### src/rtl/cache_bus_burst_responder_if.sv
// Cache-side line-transfer signals and AHB-Lite master bus signals for the burst responder.
// The master modport is the responder's view; slave is the cache/bus environment's view.
interface cache_bus_burst_responder_if #(
  parameter int unsigned PA_BITS = 32,
  parameter int unsigned LINELEN = 256,
  parameter int unsigned AHBW    = 64,
  parameter int unsigned LOGBWPL = 2
);
  logic [1:0]         CacheBusRW;
  logic [PA_BITS-1:0] CacheBusAdr;
  logic [AHBW-1:0]    CacheWriteBeat;
  logic               CacheBusAck;
  logic               SelBusBeat;
  logic [LOGBWPL-1:0] BeatCount;
  logic [LINELEN-1:0] FetchBuffer;

  logic [PA_BITS-1:0] HADDR;
  logic [1:0]         HTRANS;
  logic               HWRITE;
  logic [2:0]         HBURST;
  logic [2:0]         HSIZE;
  logic [AHBW-1:0]    HWDATA;
  logic [AHBW-1:0]    HRDATA;
  logic               HREADY;

  modport master (
    input  CacheBusRW, CacheBusAdr, CacheWriteBeat, HRDATA, HREADY,
    output CacheBusAck, SelBusBeat, BeatCount, FetchBuffer,
           HADDR, HTRANS, HWRITE, HBURST, HSIZE, HWDATA
  );

  modport slave (
    output CacheBusRW, CacheBusAdr, CacheWriteBeat, HRDATA, HREADY,
    input  CacheBusAck, SelBusBeat, BeatCount, FetchBuffer,
           HADDR, HTRANS, HWRITE, HBURST, HSIZE, HWDATA
  );
endinterface

### src/rtl/cache_bus_burst_responder.sv
// Runs one cache line fetch or write-back as an AHB-Lite incrementing burst,
// assembling fetched beats into FetchBuffer and acking the cache on completion.
module cache_bus_burst_responder #(
  parameter int unsigned PA_BITS = 32,
  parameter int unsigned LINELEN = 256,
  parameter int unsigned AHBW    = 64,
  parameter int unsigned LOGBWPL = 2
) (
  input  logic                          clk,
  input  logic                          reset,
  cache_bus_burst_responder_if.master   bus
);

  localparam int unsigned BEATS      = LINELEN / AHBW;
  localparam int unsigned BYTE_SHIFT = $clog2(AHBW / 8);
  localparam logic [PA_BITS-1:0] OFFSET_MASK = PA_BITS'((LINELEN / 8) - 1);
  localparam logic [2:0] BURST_CODE = (BEATS == 4)  ? 3'b011 :
                                      (BEATS == 8)  ? 3'b101 :
                                      (BEATS == 16) ? 3'b111 : 3'b001;
  localparam logic [1:0] TRANS_IDLE   = 2'b00;
  localparam logic [1:0] TRANS_NONSEQ = 2'b10;
  localparam logic [1:0] TRANS_SEQ    = 2'b11;

  typedef enum logic [1:0] {IDLE, BURST, LASTDATA, ACK} state_t;

  state_t             r_state, w_next_state;
  logic [PA_BITS-1:0] r_line_adr;
  logic [LOGBWPL-1:0] r_adr_count;
  logic [LOGBWPL-1:0] r_beat_count;
  logic               r_dphase;
  logic               r_hwrite;
  logic [LINELEN-1:0] r_fetch_buf;

  logic               w_req;
  logic               w_beat_done;
  logic [1:0]         w_htrans;
  logic               w_ack;
  logic               w_sel;

  assign w_req       = (bus.CacheBusRW != 2'b00);
  // A data phase completes in BURST or LASTDATA whenever the previous address phase was accepted.
  assign w_beat_done = r_dphase && bus.HREADY && (r_state == BURST || r_state == LASTDATA);

  always_ff @(posedge clk or posedge reset) begin
    if (reset) r_state <= IDLE;
    else       r_state <= w_next_state;
  end

  always_comb begin
    w_next_state = r_state;
    case (r_state)
      IDLE:     if (w_req) w_next_state = BURST;
      BURST:    if (bus.HREADY && r_adr_count == LOGBWPL'(BEATS - 1)) w_next_state = LASTDATA;
      LASTDATA: if (bus.HREADY) w_next_state = ACK;
      ACK:      w_next_state = IDLE;
      default:  w_next_state = IDLE;
    endcase
  end

  always_comb begin
    w_htrans = TRANS_IDLE;
    w_ack    = 1'b0;
    w_sel    = 1'b1;
    case (r_state)
      IDLE:    w_sel    = 1'b0;
      BURST:   w_htrans = (r_adr_count == '0) ? TRANS_NONSEQ : TRANS_SEQ;
      ACK:     w_ack    = 1'b1;
      default: ;
    endcase
  end

  always_ff @(posedge clk or posedge reset) begin
    if (reset) begin
      r_line_adr   <= '0;
      r_adr_count  <= '0;
      r_beat_count <= '0;
      r_dphase     <= 1'b0;
      r_hwrite     <= 1'b0;
      r_fetch_buf  <= '0;
    end else begin
      case (r_state)
        IDLE: begin
          if (w_req) begin
            r_line_adr   <= bus.CacheBusAdr & ~OFFSET_MASK;
            r_hwrite     <= bus.CacheBusRW[0];
            r_adr_count  <= '0;
            r_beat_count <= '0;
            r_dphase     <= 1'b0;
          end
        end
        BURST: begin
          if (bus.HREADY) begin
            r_adr_count <= r_adr_count + LOGBWPL'(1);
            r_dphase    <= 1'b1;
          end
        end
        LASTDATA: begin
          if (bus.HREADY) r_dphase <= 1'b0;
        end
        default: ;
      endcase

      if (w_beat_done) begin
        r_beat_count <= r_beat_count + LOGBWPL'(1);
        if (!r_hwrite) begin
          for (int unsigned i = 0; i < BEATS; i++) begin
            if (r_beat_count == LOGBWPL'(i)) r_fetch_buf[i*AHBW +: AHBW] <= bus.HRDATA;
          end
        end
      end else if (r_state == ACK) begin
        r_beat_count <= '0;
      end
    end
  end

  assign bus.HADDR       = r_line_adr + (PA_BITS'(r_adr_count) << BYTE_SHIFT);
  assign bus.HTRANS      = w_htrans;
  assign bus.HWRITE      = r_hwrite;
  assign bus.HBURST      = BURST_CODE;
  assign bus.HSIZE       = 3'(BYTE_SHIFT);
  assign bus.HWDATA      = bus.CacheWriteBeat;
  assign bus.CacheBusAck = w_ack;
  assign bus.SelBusBeat  = w_sel;
  assign bus.BeatCount   = r_beat_count;
  assign bus.FetchBuffer = r_fetch_buf;

endmodule

### src/flat_wrapper.sv
// flat-port wrapper written by rule: the top's interface ports become plain ports
module cache_bus_burst_responder_flat 
#(
  parameter int unsigned PA_BITS = 32,
  parameter int unsigned LINELEN = 256,
  parameter int unsigned AHBW    = 64,
  parameter int unsigned LOGBWPL = 2
)
  (clk, reset, bus_CacheBusRW, bus_CacheBusAdr, bus_CacheWriteBeat, bus_HRDATA, bus_HREADY, bus_CacheBusAck, bus_SelBusBeat, bus_BeatCount, bus_FetchBuffer, bus_HADDR, bus_HTRANS, bus_HWRITE, bus_HBURST, bus_HSIZE, bus_HWDATA);
  cache_bus_burst_responder_if #(.PA_BITS(PA_BITS), .LINELEN(LINELEN), .AHBW(AHBW), .LOGBWPL(LOGBWPL)) bus_i ();
  input  logic clk;
  input  logic reset;
  input wire logic [$bits(bus_i.CacheBusRW)-1:0] bus_CacheBusRW;
  input wire logic [$bits(bus_i.CacheBusAdr)-1:0] bus_CacheBusAdr;
  input wire logic [$bits(bus_i.CacheWriteBeat)-1:0] bus_CacheWriteBeat;
  input wire logic [$bits(bus_i.HRDATA)-1:0] bus_HRDATA;
  input wire logic [$bits(bus_i.HREADY)-1:0] bus_HREADY;
  output wire logic [$bits(bus_i.CacheBusAck)-1:0] bus_CacheBusAck;
  output wire logic [$bits(bus_i.SelBusBeat)-1:0] bus_SelBusBeat;
  output wire logic [$bits(bus_i.BeatCount)-1:0] bus_BeatCount;
  output wire logic [$bits(bus_i.FetchBuffer)-1:0] bus_FetchBuffer;
  output wire logic [$bits(bus_i.HADDR)-1:0] bus_HADDR;
  output wire logic [$bits(bus_i.HTRANS)-1:0] bus_HTRANS;
  output wire logic [$bits(bus_i.HWRITE)-1:0] bus_HWRITE;
  output wire logic [$bits(bus_i.HBURST)-1:0] bus_HBURST;
  output wire logic [$bits(bus_i.HSIZE)-1:0] bus_HSIZE;
  output wire logic [$bits(bus_i.HWDATA)-1:0] bus_HWDATA;
  assign bus_i.CacheBusRW = bus_CacheBusRW;
  assign bus_i.CacheBusAdr = bus_CacheBusAdr;
  assign bus_i.CacheWriteBeat = bus_CacheWriteBeat;
  assign bus_i.HRDATA = bus_HRDATA;
  assign bus_i.HREADY = bus_HREADY;
  assign bus_CacheBusAck = bus_i.CacheBusAck;
  assign bus_SelBusBeat = bus_i.SelBusBeat;
  assign bus_BeatCount = bus_i.BeatCount;
  assign bus_FetchBuffer = bus_i.FetchBuffer;
  assign bus_HADDR = bus_i.HADDR;
  assign bus_HTRANS = bus_i.HTRANS;
  assign bus_HWRITE = bus_i.HWRITE;
  assign bus_HBURST = bus_i.HBURST;
  assign bus_HSIZE = bus_i.HSIZE;
  assign bus_HWDATA = bus_i.HWDATA;
  cache_bus_burst_responder #(.PA_BITS(PA_BITS), .LINELEN(LINELEN), .AHBW(AHBW), .LOGBWPL(LOGBWPL)) u_core (.clk(clk), .reset(reset), .bus(bus_i));
endmodule
### config.mk
export PLATFORM = sky130hd
export DESIGN_NAME = cache_bus_burst_responder_flat
export DESIGN_NICKNAME = d
export VERILOG_FILES = /design/src/rtl/cache_bus_burst_responder_if.sv /design/src/rtl/cache_bus_burst_responder.sv /design/src/flat_wrapper.sv
export SDC_FILE = /design/constraint.sdc
export NUM_CORES = 1
export LEC_CHECK = 0
export CORE_AREA = 10 10 197 199
export DETAILED_ROUTE_END_ITERATION = 7
export DIE_AREA = 0 0 207 209
export PLACE_DENSITY = 0.78
export SETUP_SLACK_MARGIN = 0.5
export SLEW_MARGIN = 20
export SYNTH_ARGS = -nofsm -noshare
export SYNTH_HDL_FRONTEND = slang
export SYNTH_SLANG_ARGS = --single-unit
### constraint.sdc
create_clock -name clk -period 10.6 [get_ports clk]
set_input_delay 2.65 -clock clk [delete_from_list [all_inputs] [get_ports clk]]
set_output_delay 2.65 -clock clk [all_outputs]
set_load 0.01 [all_outputs]
==> summary.md <==
• 0.0351 mm^2 — core area
• 0 — final global-route overflow total
• primary output — crit path capture type
• 0 — Hold Fails Final Rpt
• 0 ns — summed negative setup slack over all endpoints
• 734 — Mapped Cells
• 31.5% — share of cells above drive strength 1
• 0.0162 mm^2 — post-detailed-placement cell area
• sky130_fd_sc_hd__dfrtp_1, sky130_fd_sc_hd__mux2_4, sky130_fd_sc_hd__mux2_2 — most used standard cells in the synthesized netlist
• 57.7% — Seq/Total Area, Yosys
• 0.753 — RD Place Congestion
• 0.0433 mm^2 — full die area
• 8.09 ns — register-to-register setup slack
• 100% — async set-reset flop share out of synthesis
• 189 MHz — max frequency
• 0.0173 ns — Clock Skew
• 1 — biggest fanout along the worst timing path
• 52.6 mm — first-pass GRT wire length
• 0.0172 mm^2 — Non-Filler Cell Area, Final
• input port — critical path startpoint category
• 1493 — instance count after placement with tap cells included
• 3025 — Filler Cell Count
• 291 — number of synthesized register bits
• 4 — length of the first detailed-routing pass in iterations
• 0.974 ns — transition time of the tightest slew-check pin
• u_core.bus.FetchBuffer[10] — Reg-to-Reg End
• 530 — I/O pin total
• 0.00483 W — overall power consumption
• sky130_fd_sc_hd__dfrtp_1 — most frequent cell after synthesis
• 0 — CTS-repair resized insts
• 4.62 — routed vias/inst
• 0 — number of enable-type register cells in the synthesized netlist
• u_core.r_line_adr[20] — Worst Hold Path EP
• 2.65 ns — Arrival @ worst endpoint
• 387 — input/output buffers
• 0.00728 mm^2 — Storage cell area
• 0 — Yosys warning total
• 0 — count of pins over their slew limit
• u_core.r_state[1] — origin of the critical flop-to-flop path
• sky130_fd_sc_hd__clkbuf_16 — Clock Tree Root
• input port to primary output — start-to-end type of the worst setup path
• no — setup repair after global routing missed its margin
• 291 — Sink Count
• 0.00434 mm^2 — footprint of the multi-input gates
• 0 — initial antenna violation count
• 57.7% — share of Yosys cell area claimed by the top area cell type
• built — TritonCTS clock tree
• 0 — buffers inserted during post-CTS setup optimization
• 35.1% — Max transition margin
• 152 — maximum number of pins on one net before global-route repair
• 3 — number of buffers between clock root and the deepest sink
• 17.2 um^2 — Synth Area per Inst
• 50.0% — final worst path period share
• 36.0% — starting density of the core
• 69 — site row count
• sky130_fd_sc_hd__dfrtp_1 — most instantiated flip-flop cell in the synthesis netlist
• 0 — Routed Antenna Nets
• 15.4% — overall routing resource usage
• flop to flop — Min-Delay Path Class
• 21.9 um — WL per Instance
• sky130_fd_sc_hd__dfrtp_1 — cell type contributing the most total cell area after synthesis
• 236 — DRT iter0 DRCs
• 0.000190 V — maximum ir drop on the vdd rail
• 0.05 ns — Worst-path clk slew
• 0.53 ns — clock latency at the later pin of the worst-skew pair
• 281 mW/mm^2 — power density over the cells
• 34.0 mm — Total Wirelength
• 0 — Diodes inserted
• bus_CacheWriteBeat[6] — critical path launch point
• 36.1% — synthesis-to-layout area growth
• 0 — cts hold-fix bufs
• 0 — max cap viols
• 33 — synth unique cells
• u_core.r_line_adr[20] — HP Start
• sky130_fd_sc_hd__dfrtp_1, sky130_fd_sc_hd__mux2_4, sky130_fd_sc_hd__mux2_2 — cell types with the largest area share after synthesis
• 5.30 ns — Min Clock Period, post-route
• 24.1 mm — DP HPWL
• 7.95 ns — worst path required time
• 49.0% — core utilization of the finished layout
• 1244 — number of nets in the final layout
• 5 — Worst Reg2Reg Path Length in Cells
• 1 — number of cells on the worst hold path
• 2 — Max H-tree Level
• 8059 — number of global-route vias before repair
• 1551 — count of non-filler cells in the finished layout
• 0.0126 mm^2 — netlist area before placement
• 0 — DRC
• 8.22 nW — reported leakage power
• 209 um — Die H
• 207 um — floorplan die width
• 34 — number of clock buffers inserted by TritonCTS
• 0 — Setup Viol. Count Final
• 7166 — vias post-DR
• finished, final reports clean — run status
## where the power goes
group | switching (W) | leakage [nW] | total, W | internal, W
sequential | 0.000251 | 3.79 | 0.00178 | 0.00153
combinational | 0.000710 | 3.93 | 0.00197 | 0.00126
clock | 0.000446 | 0.500 | 0.00108 | 0.000635
total | 0.00141 | 8.22 | 0.00483 | 0.00342
## placed cells by master, fill, tap and decap left out, drive strengths merged, types with 2 or more instances in the layout
master | netlist | routed
a21oi | 2 | 2
buf | 101 | 6
clkbuf | 1 | 52
clkdlybuf4s50 | 0 | 387
clkinv | 0 | 5
conb | 2 | 9
dfrtp | 291 | 291
ha | 11 | 11
inv | 8 | 8
mux2 | 285 | 285
nand2 | 8 | 8
nand2b | 2 | 2
nand3 | 2 | 2
nor2 | 2 | 2
nor3b | 2 | 2
o21ai | 4 | 4
## logic make-up (layout without fill, tap and decap cells)
group	Yosys count	after routing	synth area share, %
other	2	9	0.0595
and+or+nand+nor	22	22	1.38
buffers and inverters	110	459	8.23
DFF	291	291	57.7
adders and majority gates	11	11	1.09
AOI/OAI and AO/OA	12	12	0.645
muxes	286	286	30.9
## registers in the layout, summed over array words and instances, names as in the netlist
| signal | flops |
|---|---|
| u_core.r_line_adr | 27 |
| u_core.bus.BeatCount | 2 |
| u_core.r_dphase | 1 |
| u_core.bus.HWRITE | 1 |
| u_core.bus.FetchBuffer | 256 |
| u_core.r_state | 2 |
| u_core.r_adr_count | 2 |
## area by class of cell
cell class,count,area share (%)
Clock inverter,6,0.197
Clock buffer,52,5.70
Sequential cell,291,42.4
Tap cell,461,3.36
Inverter,8,0.197
Timing Repair Buffer,393,22.9
Multi-Input combinational cell,340,25.3
## worst max-delay path by stage
stage                                          to  slack, ns  depth (start not counted)
after global placement              bus_HWDATA[6]       5.30                          0
after CTS                           bus_HWDATA[6]       5.30                          0
after global routing                bus_HWDATA[6]       5.30                          0
after detailed placement            bus_HWDATA[6]       5.30                          0
final                               bus_HWDATA[6]       5.30                          0
after floorplan           u_core.bus.BeatCount[0]       4.09                          1
## routing by layer
layer  GRT usage [%]  share of wire (%)
met1            17.2                 39
met2            25.3                 48
met3            7.95                 11
met4            4.10                1.8
met5               0                  0
## through the flow
stage               hold slack, ns  worst slack [ns]
global route                 0.518              5.30
global placement             0.487              5.30
CTS                          0.507              5.30
detailed placement           0.490              5.30
floorplan                    0.533              4.09
finish                       0.501              5.30
Power figures use the tool's default switching activity.
